[src/rtl/sram_rd_pkg.sv]
// -----------------------------------------------------------------------------
// sram_rd_pkg
// Shared types and constants for the SRAM burst reader.
//   rd_state_t       : burst FSM states (IDLE, ISSUE, DRAIN)
//   SKID_DEPTH       : entries in the read-latency skid buffer
//   SKID_CNT_W       : width of the skid buffer occupancy count
//   skid_has_room()  : issue-permission rule for the skid buffer
// -----------------------------------------------------------------------------
package sram_rd_pkg;

   typedef enum logic [1:0] {
      IDLE  = 2'd0,
      ISSUE = 2'd1,
      DRAIN = 2'd2
   } rd_state_t;

   localparam int SKID_DEPTH = 2;
   localparam int SKID_CNT_W = 2;

   // A new read may be issued only if every word already committed (buffered
   // or in flight), minus the word leaving this cycle, still leaves a free slot
   // for it when it lands.
   function automatic logic skid_has_room(input logic [SKID_CNT_W-1:0] count,
                                          input logic                  inflight,
                                          input logic                  pop);
      logic [SKID_CNT_W:0] occ;
      occ = {1'b0, count}
          + {{SKID_CNT_W{1'b0}}, inflight}
          - {{SKID_CNT_W{1'b0}}, pop};
      return (occ < (SKID_CNT_W+1)'(SKID_DEPTH));
   endfunction

endpackage

[src/rtl/sram_rd_skid_buf.sv]
// -----------------------------------------------------------------------------
// sram_rd_skid_buf
// Two-entry shift FIFO holding {last, data}. Entry 0 is always the head, so
// the head outputs come straight from registers. Empty entries are kept at
// zero, so head_data/head_last read 0 whenever the buffer is empty.
// Ports:
//   clk, rst            : clock, asynchronous active-high reset
//   push, push_data,
//   push_last           : write a word (ignored if full and not popping)
//   pop                 : remove the head word (caller qualifies with valid)
//   count               : occupancy 0..2
//   valid               : head entry holds a word
//   head_data, head_last: head entry contents
// -----------------------------------------------------------------------------
module sram_rd_skid_buf
   import sram_rd_pkg::*;
#(
   parameter int WIDTH = 8
) (
   input  logic                  clk,
   input  logic                  rst,
   input  logic                  push,
   input  logic [WIDTH-1:0]      push_data,
   input  logic                  push_last,
   input  logic                  pop,
   output logic [SKID_CNT_W-1:0] count,
   output logic                  valid,
   output logic [WIDTH-1:0]      head_data,
   output logic                  head_last
);

   localparam int EW = WIDTH + 1;

   logic [EW-1:0]         ent0_r;
   logic [EW-1:0]         ent1_r;
   logic [EW-1:0]         ent0_n_s;
   logic [EW-1:0]         ent1_n_s;
   logic [EW-1:0]         push_ent_s;
   logic [SKID_CNT_W-1:0] cnt_r;
   logic [SKID_CNT_W-1:0] cnt_n_s;
   logic                  valid_r;

   assign push_ent_s = {push_last, push_data};

   // Next-state of the two entries and the occupancy count.
   always_comb begin
      ent0_n_s = ent0_r;
      ent1_n_s = ent1_r;
      cnt_n_s  = cnt_r;
      case ({push, pop})
         2'b10: begin
            if (cnt_r == 2'd0) begin
               ent0_n_s = push_ent_s;
               cnt_n_s  = 2'd1;
            end else if (cnt_r == 2'd1) begin
               ent1_n_s = push_ent_s;
               cnt_n_s  = 2'd2;
            end else begin
               cnt_n_s  = cnt_r;
            end
         end
         2'b01: begin
            if (cnt_r != 2'd0) begin
               ent0_n_s = ent1_r;
               ent1_n_s = {EW{1'b0}};
               cnt_n_s  = cnt_r - 2'd1;
            end else begin
               cnt_n_s  = cnt_r;
            end
         end
         2'b11: begin
            // Push and pop together: occupancy unchanged, order preserved.
            if (cnt_r == 2'd2) begin
               ent0_n_s = ent1_r;
               ent1_n_s = push_ent_s;
            end else if (cnt_r == 2'd1) begin
               ent0_n_s = push_ent_s;
            end else begin
               ent0_n_s = push_ent_s;
               cnt_n_s  = 2'd1;
            end
         end
         default: begin
            cnt_n_s = cnt_r;
         end
      endcase
   end

   // Entry, count and valid registers.
   always_ff @(posedge clk or posedge rst) begin
      if (rst) begin
         ent0_r  <= {EW{1'b0}};
         ent1_r  <= {EW{1'b0}};
         cnt_r   <= 2'd0;
         valid_r <= 1'b0;
      end else begin
         ent0_r  <= ent0_n_s;
         ent1_r  <= ent1_n_s;
         cnt_r   <= cnt_n_s;
         valid_r <= (cnt_n_s != 2'd0);
      end
   end

   assign count     = cnt_r;
   assign valid     = valid_r;
   assign head_data = ent0_r[WIDTH-1:0];
   assign head_last = ent0_r[WIDTH];

endmodule

[src/rtl/sram_burst_reader.sv]
// -----------------------------------------------------------------------------
// sram_burst_reader
// Read-side burst master for a synchronous memory with a one-cycle registered
// read. A request (start address, length) is accepted over valid/ready; the
// block then issues one address per cycle (wrapping modulo DEPTH), absorbs the
// read latency in a two-entry skid buffer and streams the words out with
// valid/ready backpressure and a last flag.
//
// Optional feature (macro SRAM_RD_WRAP_ERR_EN): requests that would wrap past
// the end of memory (req_addr + req_len > DEPTH) are completed on the
// handshake but rejected, with a one-cycle err pulse. Without the macro err
// is constant 0 and bursts wrap.
//
// Ports:
//   clk, rst                      : clock, asynchronous active-high reset
//   req_valid/req_ready           : burst request handshake
//   req_addr, req_len             : burst start address and word count
//   mem_read_addr, mem_read_data  : memory read port (data one clock later)
//   out_valid/out_ready           : output word handshake
//   out_data, out_last            : output word and end-of-burst flag
//   busy                          : from accept until the last word is popped
//   err                           : rejected-request pulse
// -----------------------------------------------------------------------------
module sram_burst_reader
   import sram_rd_pkg::*;
#(
   parameter int WIDTH = 8,
   parameter int DEPTH = 4,
   parameter int ADDR  = 2,
   parameter int LEN_W = 3
) (
   input  logic             clk,
   input  logic             rst,
   input  logic             req_valid,
   output logic             req_ready,
   input  logic [ADDR-1:0]  req_addr,
   input  logic [LEN_W-1:0] req_len,
   output logic [ADDR-1:0]  mem_read_addr,
   input  logic [WIDTH-1:0] mem_read_data,
   output logic             out_valid,
   input  logic             out_ready,
   output logic [WIDTH-1:0] out_data,
   output logic             out_last,
   output logic             busy,
   output logic             err
);

   rd_state_t             state_r;
   logic                  req_ready_r;
   logic [ADDR-1:0]       next_addr_r;
   logic [ADDR-1:0]       hold_addr_r;
   logic [LEN_W-1:0]      len_r;
   logic [LEN_W-1:0]      issue_cnt_r;
   logic                  inflight_r;
   logic                  inflight_last_r;
   logic                  busy_r;
   logic                  err_r;

   logic                  accept_s;
   logic                  reject_s;
   logic                  pop_s;
   logic                  issue_s;
   logic                  final_s;
   logic [LEN_W-1:0]      cnt_inc_s;
   logic [SKID_CNT_W-1:0] buf_count_s;

   assign accept_s  = req_valid && req_ready_r;
   assign pop_s     = out_valid && out_ready;
   assign cnt_inc_s = issue_cnt_r + LEN_W'(1'b1);
   assign final_s   = (cnt_inc_s == len_r);

`ifdef SRAM_RD_WRAP_ERR_EN
   logic [LEN_W:0] span_s;
   assign span_s   = (LEN_W+1)'(req_addr) + (LEN_W+1)'(req_len);
   assign reject_s = (req_len > LEN_W'(DEPTH)) || (span_s > (LEN_W+1)'(DEPTH));
`else
   assign reject_s = 1'b0;
`endif

   // Issue decision and memory address. The address is driven in the issue
   // cycle itself so the registered memory read lands exactly one cycle later,
   // which is what lets a single in-flight flag account for the read latency.
   always_comb begin
      issue_s       = 1'b0;
      mem_read_addr = hold_addr_r;
      if ((state_r == ISSUE) && skid_has_room(buf_count_s, inflight_r, pop_s)) begin
         issue_s       = 1'b1;
         mem_read_addr = next_addr_r;
      end else begin
         issue_s       = 1'b0;
         mem_read_addr = hold_addr_r;
      end
   end

   // Burst FSM with its registered handshake, busy and error outputs.
   always_ff @(posedge clk or posedge rst) begin
      if (rst) begin
         state_r     <= IDLE;
         req_ready_r <= 1'b1;
         next_addr_r <= {ADDR{1'b0}};
         hold_addr_r <= {ADDR{1'b0}};
         len_r       <= {LEN_W{1'b0}};
         issue_cnt_r <= {LEN_W{1'b0}};
         busy_r      <= 1'b0;
         err_r       <= 1'b0;
      end else begin
         err_r <= 1'b0;
         case (state_r)
            IDLE: begin
               if (accept_s && reject_s) begin
                  err_r <= 1'b1;
               end else if (accept_s && (req_len != {LEN_W{1'b0}})) begin
                  state_r     <= ISSUE;
                  req_ready_r <= 1'b0;
                  next_addr_r <= req_addr;
                  len_r       <= req_len;
                  issue_cnt_r <= {LEN_W{1'b0}};
                  busy_r      <= 1'b1;
               end else begin
                  // Zero-length request or nothing offered: stay idle.
                  state_r     <= IDLE;
               end
            end
            ISSUE: begin
               if (issue_s) begin
                  hold_addr_r <= next_addr_r;
                  next_addr_r <= next_addr_r + ADDR'(1'b1);
                  issue_cnt_r <= cnt_inc_s;
                  if (final_s) begin
                     state_r <= DRAIN;
                  end else begin
                     state_r <= ISSUE;
                  end
               end else begin
                  state_r <= ISSUE;
               end
            end
            DRAIN: begin
               if (pop_s && out_last) begin
                  busy_r <= 1'b0;
               end else begin
                  busy_r <= busy_r;
               end
               if (!inflight_r && (buf_count_s == 2'd0)) begin
                  state_r     <= IDLE;
                  req_ready_r <= 1'b1;
               end else begin
                  state_r     <= DRAIN;
               end
            end
            default: begin
               state_r     <= IDLE;
               req_ready_r <= 1'b1;
               busy_r      <= 1'b0;
            end
         endcase
      end
   end

   // In-flight tracking: a word issued this cycle arrives on the next one.
   always_ff @(posedge clk or posedge rst) begin
      if (rst) begin
         inflight_r      <= 1'b0;
         inflight_last_r <= 1'b0;
      end else begin
         inflight_r      <= issue_s;
         inflight_last_r <= issue_s && final_s;
      end
   end

   sram_rd_skid_buf #(
      .WIDTH (WIDTH)
   ) u_skid (
      .clk       (clk),
      .rst       (rst),
      .push      (inflight_r),
      .push_data (mem_read_data),
      .push_last (inflight_last_r),
      .pop       (pop_s),
      .count     (buf_count_s),
      .valid     (out_valid),
      .head_data (out_data),
      .head_last (out_last)
   );

   assign req_ready = req_ready_r;
   assign busy      = busy_r;
   assign err       = err_r;

endmodule
[config.mk]
export PLATFORM = sky130hd
export DESIGN_NAME = sram_burst_reader
export DESIGN_NICKNAME = d
export VERILOG_FILES = /design/src/rtl/sram_rd_pkg.sv /design/src/rtl/sram_rd_skid_buf.sv /design/src/rtl/sram_burst_reader.sv
export SDC_FILE = /design/constraint.sdc
export NUM_CORES = 1
export LEC_CHECK = 0
export ABC_AREA = 0
export CORE_UTILIZATION = 55
export CTS_CLUSTER_DIAMETER = 30
export CTS_CLUSTER_SIZE = 10
export DETAILED_ROUTE_END_ITERATION = 8
export PLACE_DENSITY = 0.82
export SYNTH_ARGS = -nofsm -noshare
export SYNTH_HDL_FRONTEND = slang
export SYNTH_HIERARCHICAL = 1
export SYNTH_SLANG_ARGS = --single-unit
[constraint.sdc]
create_clock -name clk -period 7.6 [get_ports clk]
set_input_delay 1.9 -clock clk [delete_from_list [all_inputs] [get_ports clk]]
set_output_delay 1.9 -clock clk [all_outputs]
set_load 0.01 [all_outputs]
-- Word level (Yosys, flattened, before mapping)
Index checks and enable logic that the tools add are counted.
- register bits after elaboration: 37
- input bits: 17
- logic and storage cells: 93
- add/sub/neg operators: 5
- magnitude comparators: 1
- equal/unequal tests: 17
- multiplexer cells: 34
- bitwise logic cells: 1
- reduce and logical (&&, ||, !) cells: 22
- operators with widths (kind ; number):
    $mux W9 ; 7
    $pmux W9 S3 ; 2
    $mux W2 ; 11
    $ne A2 B2 Y1 const B ; 6
    $pmux W2 S3 ; 2
    $reduce_and A3 Y1 ; 4
    $eq A2 B2 Y1 const B ; 4
    $logic_and A1 B1 Y1 ; 7
    $eq A2 B1 Y1 const B ; 3
    $mux W1 ; 6
    $mux W3 ; 2
    $ne A2 B1 Y1 const B ; 3
    $pmux W1 S3 ; 2
    $pmux W3 S2 ; 1
    $reduce_bool A2 Y1 ; 3
    $reduce_bool A3 Y1 ; 2
    $reduce_and A5 Y1 ; 1
    $logic_not A2 Y1 ; 2
    $pmux W2 S2 ; 1
    $reduce_and A2 Y1 ; 2
    $add A2 B1 Y3 ; 1
    $add A3 B1 Y3 const B ; 1
    $eq A3 B3 Y1 ; 1
    $lt A3 B2 Y1 const B ; 1
    other kinds (5) ; 5

-- Longest topological paths before layout
- depth after elaboration: 7
- depth in mapped cells: 9

-- Cells and area by module
Netlist, hierarchy kept.
- modules (own cells, without submodules) (module ; times used ; cells each ; area each (µm²)):
    sram_rd_skid_buf ; 1 ; 94 ; 1062.3
    sram_burst_reader ; 1 ; 75 ; 853.3

-- Least setup slack after synthesis
No wires, ideal clock.
- path type: in2out
- from: input port out_ready
- to: output port mem_read_addr[0]
- arrival time: 3272 ps
- required time: 5700 ps
- path slack: 2428 ps
- stages on the path: 9
- buffers on the path: 0
- cells stage by stage: nand2_1 xnor2_1 nand2_1 fa_1 xnor2_1 nand3_4 inv_2 nand2_1 nand2_1
- longest elaborated chain between the ends: 5
- ends and longest elaborated chain (what ; RTL line ; text):
    start: declaration ; sram_burst_reader.sv:41 ; input logic out_ready,
    $logic_and A1 B1 Y1 ; sram_burst_reader.sv:68 ; assign pop_s = out_valid && out_ready;
    $sub A3 B1 Y3 ; sram_rd_pkg.sv:29 ; - {{SKID_CNT_W{1'b0}}, pop};
    $lt A3 B2 Y1 ; sram_rd_pkg.sv:30 ; return (occ < (SKID_CNT_W+1)'(SKID_DEPTH));
    $logic_and A1 B1 Y1 ; sram_burst_reader.sv:86 ; if ((state_r == ISSUE) && skid_has_room(buf_count_s, inflight_r, pop_s)) begin
    $mux W2 ; sram_burst_reader.sv:86 ;
    end: declaration ; sram_burst_reader.sv:38 ; output logic [ADDR-1:0] mem_read_addr,
Every way passes these cells.

-- Final worst setup path
Same ends and word-level chain as after synthesis.

==> impl_metrics.env <==
export IMPL_status="finished clean"
export IMPL_grt_pass1_wl_um=6465
export IMPL_start_kind="primary input"
export IMPL_synth_compound_area_frac=0.1587
export IMPL_cts_htree_levels=2
export IMPL_synth_largest_area_cell="dfrtp_1"
export IMPL_clockBufferDepth=2
export IMPL_antenna_cells=0
export IMPL_drtAntennaViolNets=0
export IMPL_netlist_top_cells_area="dfrtp_1, a22o_1, ha_1, a31oi_1, nand3_1"
export IMPL_fin_area_um2=2312
export IMPL_internal_power_mw=0.6331
export IMPL_antenna_found_initial=0
export IMPL_rsz0062_at_grt="false"
export IMPL_ios=32
export IMPL_syn2layout_area_growth_pct=20.71
export IMPL_setup_tns_ns=0
export IMPL_yosysWarnings=6
export IMPL_synth_top_family_by_area="compound AO/OA/AOI/OAI gates"
export IMPL_cp_end_kind="output port"
export IMPL_pwr_share_clk=0.136
export IMPL_hold_path_class="reg -> reg"
export IMPL_period_share=0.8388
export IMPL_synth_commonest_cells="dfrtp_1, nor2_1, nand3_1"
export IMPL_critPathMaxStageDelay_ns=0.53
export IMPL_required_ns=5.70
export IMPL_slowest_stage="clkdlybuf4s50_1"
export IMPL_fin_crit_ns=6.374
export IMPL_synth_simple_area_share=0.1568
export IMPL_clock_sinks=37
export IMPL_slew_violations=0
export IMPL_grt_pass1_vias=1412
export IMPL_swShare=0.3980
export IMPL_ys_seq_area_frac=0.4840
export IMPL_cp_arrival_ns=4.47
export IMPL_post_cts_buffers=0
export IMPL_grt_overflow_total=0
export IMPL_syn_area_per_cell_um2=11.33
export IMPL_max_freq_ghz=0.1569
export IMPL_gp_congestion=0.8650
export IMPL_drive_above_1_share=0.1294
export IMPL_layout_nets=225
export IMPL_placed_area_um2=2227
export IMPL_io_buffers=30
export IMPL_wirelength_um=3962
export IMPL_cpMostUsedCell="nand2_1"
export IMPL_seqPwrFrac=0.349
export IMPL_cts_resized=0
export IMPL_drt_iter0_markers=96
export IMPL_core_rowCount=21
export IMPL_tritoncts="done"
export IMPL_synth_edff_count=0
export IMPL_initial_core_util=0.5741
export IMPL_max_vdd_ir_drop_mv=0.2489
export IMPL_insertion_delay_ns=0.33
export IMPL_critPathKind="in -> out"
export IMPL_fillCellCount=250
export IMPL_cp_num_buf_inv=3
export IMPL_synth_area_mux_share=0.06924
export IMPL_synth_ff_type="dfrtp_1"
export IMPL_setup_viol=0
export IMPL_chipHeight_um=61.02
export IMPL_drv_cap=0
export IMPL_pwr_share_comb=0.515
export IMPL_synth_nets=194
export IMPL_dr_pass1_iters=4
export IMPL_vias=1453
export IMPL_syn_area_um2=1916
export IMPL_relSlewSlack=0.4707
export IMPL_synth_xor_area_frac=0.02743
export IMPL_crit_family="buffers and inverters"
export IMPL_async_reset_ff_frac=1.000
export IMPL_hpwl_um=2791
export IMPL_postSynthCellCount=169
export IMPL_drc=0
export IMPL_p_per_area_nw_per_um2=454.9
export IMPL_viasPerCell=5.883
export IMPL_grt_start_max_net_pins=22
export IMPL_core_area_um2=3337
export IMPL_synthAdderAreaFrac=0.05617
export IMPL_power_mw=1.052
export IMPL_p_leak_nw=0.9863
export IMPL_grtUsageTotal=0.2402
export IMPL_wl_per_cell_um=16.04
export IMPL_finalNonFillerCells=247
export IMPL_synth_top_area_frac=0.4703
export IMPL_worst_slew_pin_slew_ns=0.7930
export IMPL_cts_buffers=5
export IMPL_placed_cells=239
export IMPL_netSwitchingPower_mw=0.4186
export IMPL_clockRootBuffer="clkbuf_4"
export IMPL_dieArea_um2=3723
export IMPL_hold_buffers=0
export IMPL_path_clk_slew_ns=0.10
export IMPL_hold_violations=0
export IMPL_die_x_um=61.02
export IMPL_cp_max_fo=10
export IMPL_finalClockSkew_ns=0.01109
export IMPL_worstPathCellList="clkdlybuf4s50_1 > nand2_1 > xnor2_1 > nand2_1 > fa_1 > xnor2_1 > nand3_4 > inv_2 > nand2_1 > nand2_1 > clkdlybuf4s50_1"
export IMPL_ys_ff_latch=37
export IMPL_yosysUniqueCellTypes=46
export IMPL_yosysMostFrequentCell="dfrtp_1"
area by class of cell:
type | instances | area, um2 | area share
Clock buffer | 7 | 55.05 | 0.02381
Tap cell | 46 | 57.56 | 0.02489
Inverter | 11 | 41.29 | 0.01786
Sequential cell | 37 | 927.1 | 0.4010
Multi-Input combinational cell | 115 | 900.9 | 0.3896
Timing Repair Buffer | 30 | 300.3 | 0.1299
Clock inverter | 1 | 30.03 | 0.01299
per-stage QoR:
step                hold slack, ns  utilization  setup WS [ns]
finish                      0.4859       0.6929          1.226
global route                0.5085       0.6929          1.110
CTS                         0.4863       0.6929          1.241
detailed placement          0.4596       0.6674          1.254
global placement            0.4606       0.6674          1.368
floorplan                   0.4598            -          2.428
power groups by stage:
stage / sequential (mW) / combinational [mW] / clock [mW]
after floorplan: 0.361 / 0.374 / 0
after global placement: 0.366 / 0.515 / 0
after detailed placement: 0.370 / 0.538 / 0
after CTS: 0.366 / 0.542 / 0.145
after global routing: 0.378 / 0.601 / 0.152
final: 0.367 / 0.542 / 0.143
layout by cell type (no fill, tap or decap), types with 2 or more instances in the layout:
cell type / synthesis / layout
mux2_2: 3 / 3
inv_2: 2 / 2
nand3_1: 12 / 12
nor2_1: 14 / 14
o21ai_0: 11 / 11
clkdlybuf4s50_1: 0 / 30
a31oi_1: 10 / 10
dfrtp_1: 36 / 36
clkbuf_4: 0 / 5
mux2_4: 2 / 2
nor2b_1: 2 / 2
ha_1: 7 / 7
mux2i_1: 2 / 2
a22o_1: 10 / 10
or2_1: 2 / 2
nand2_1: 9 / 9
xnor2_1: 5 / 5
nor3_2: 2 / 2
inv_1: 9 / 9
worst register-to-register path, delay by kind of cell, from the launching register on:
| family | cells | cell delay [ns] |
|---|---|---|
| flip-flops | 1 | 0.42 |
| adder cells (fa/ha/maj) | 1 | 0.39 |
| XOR/XNOR | 2 | 0.42 |
| AO/OA/AOI/OAI | 1 | 0.09 |
| AND/OR/NAND/NOR | 4 | 0.80 |
worst paths after layout:
| kind | endpoint | slack, ns | start | cells after the start |
|---|---|---|---|---|
| min in group asynchronous | len_r[0]$_DFFE_PP0P_ | 1.96 | rst | 2 |
| max in group asynchronous | u_skid/count[1]$_DFF_PP0_ | 5.06 | rst | 2 |
| min reg2reg | hold_addr_r[1]$_DFFE_PP0P_ | 0.49 | hold_addr_r[1]$_DFFE_PP0P_ | 2 |
| min | hold_addr_r[1]$_DFFE_PP0P_ | 0.49 | hold_addr_r[1]$_DFFE_PP0P_ | 2 |
| max reg2reg | state_r[0]$_DFF_PP0_ | 5.38 | u_skid/valid$_DFF_PP0_ | 8 |
| max | mem_read_addr[0] | 1.23 | out_ready | 11 |
state kept, by name, indices dropped and copies added, names as in the netlist:
signal           flops
inflight_last_r      1
u_skid/ent1_r        9
len_r                3
u_skid/valid         1
u_skid/ent0_r        9
u_skid/count         2
issue_cnt_r          3
state_r              2
hold_addr_r          2
inflight_r           1
next_addr_r          2
busy                 1
req_ready            1
kinds of logic (layout without fill, tap and decap cells):
| kind of cell | Yosys count | count (layout) |
|---|---|---|
| AND/OR/NAND/NOR | 50 | 50 |
| multiplexers | 9 | 9 |
| other | 1 | 1 |
| adder cells (fa/ha/maj) | 8 | 8 |
| buffers and inverters | 17 | 49 |
| XOR/XNOR | 6 | 6 |
| flip-flops | 37 | 37 |
| AO/OA/AOI/OAI | 41 | 41 |
metal layers:
| layer | GRT usage | share of wire |
|---|---|---|
| met1 | 0.3356 | 0.45 |
| met2 | 0.3611 | 0.48 |
| met3 | 0.06303 | 0.055 |
| met4 | 0.09416 | 0.016 |
| met5 | 0 | 0 |
Power figures use the tool's default switching activity.
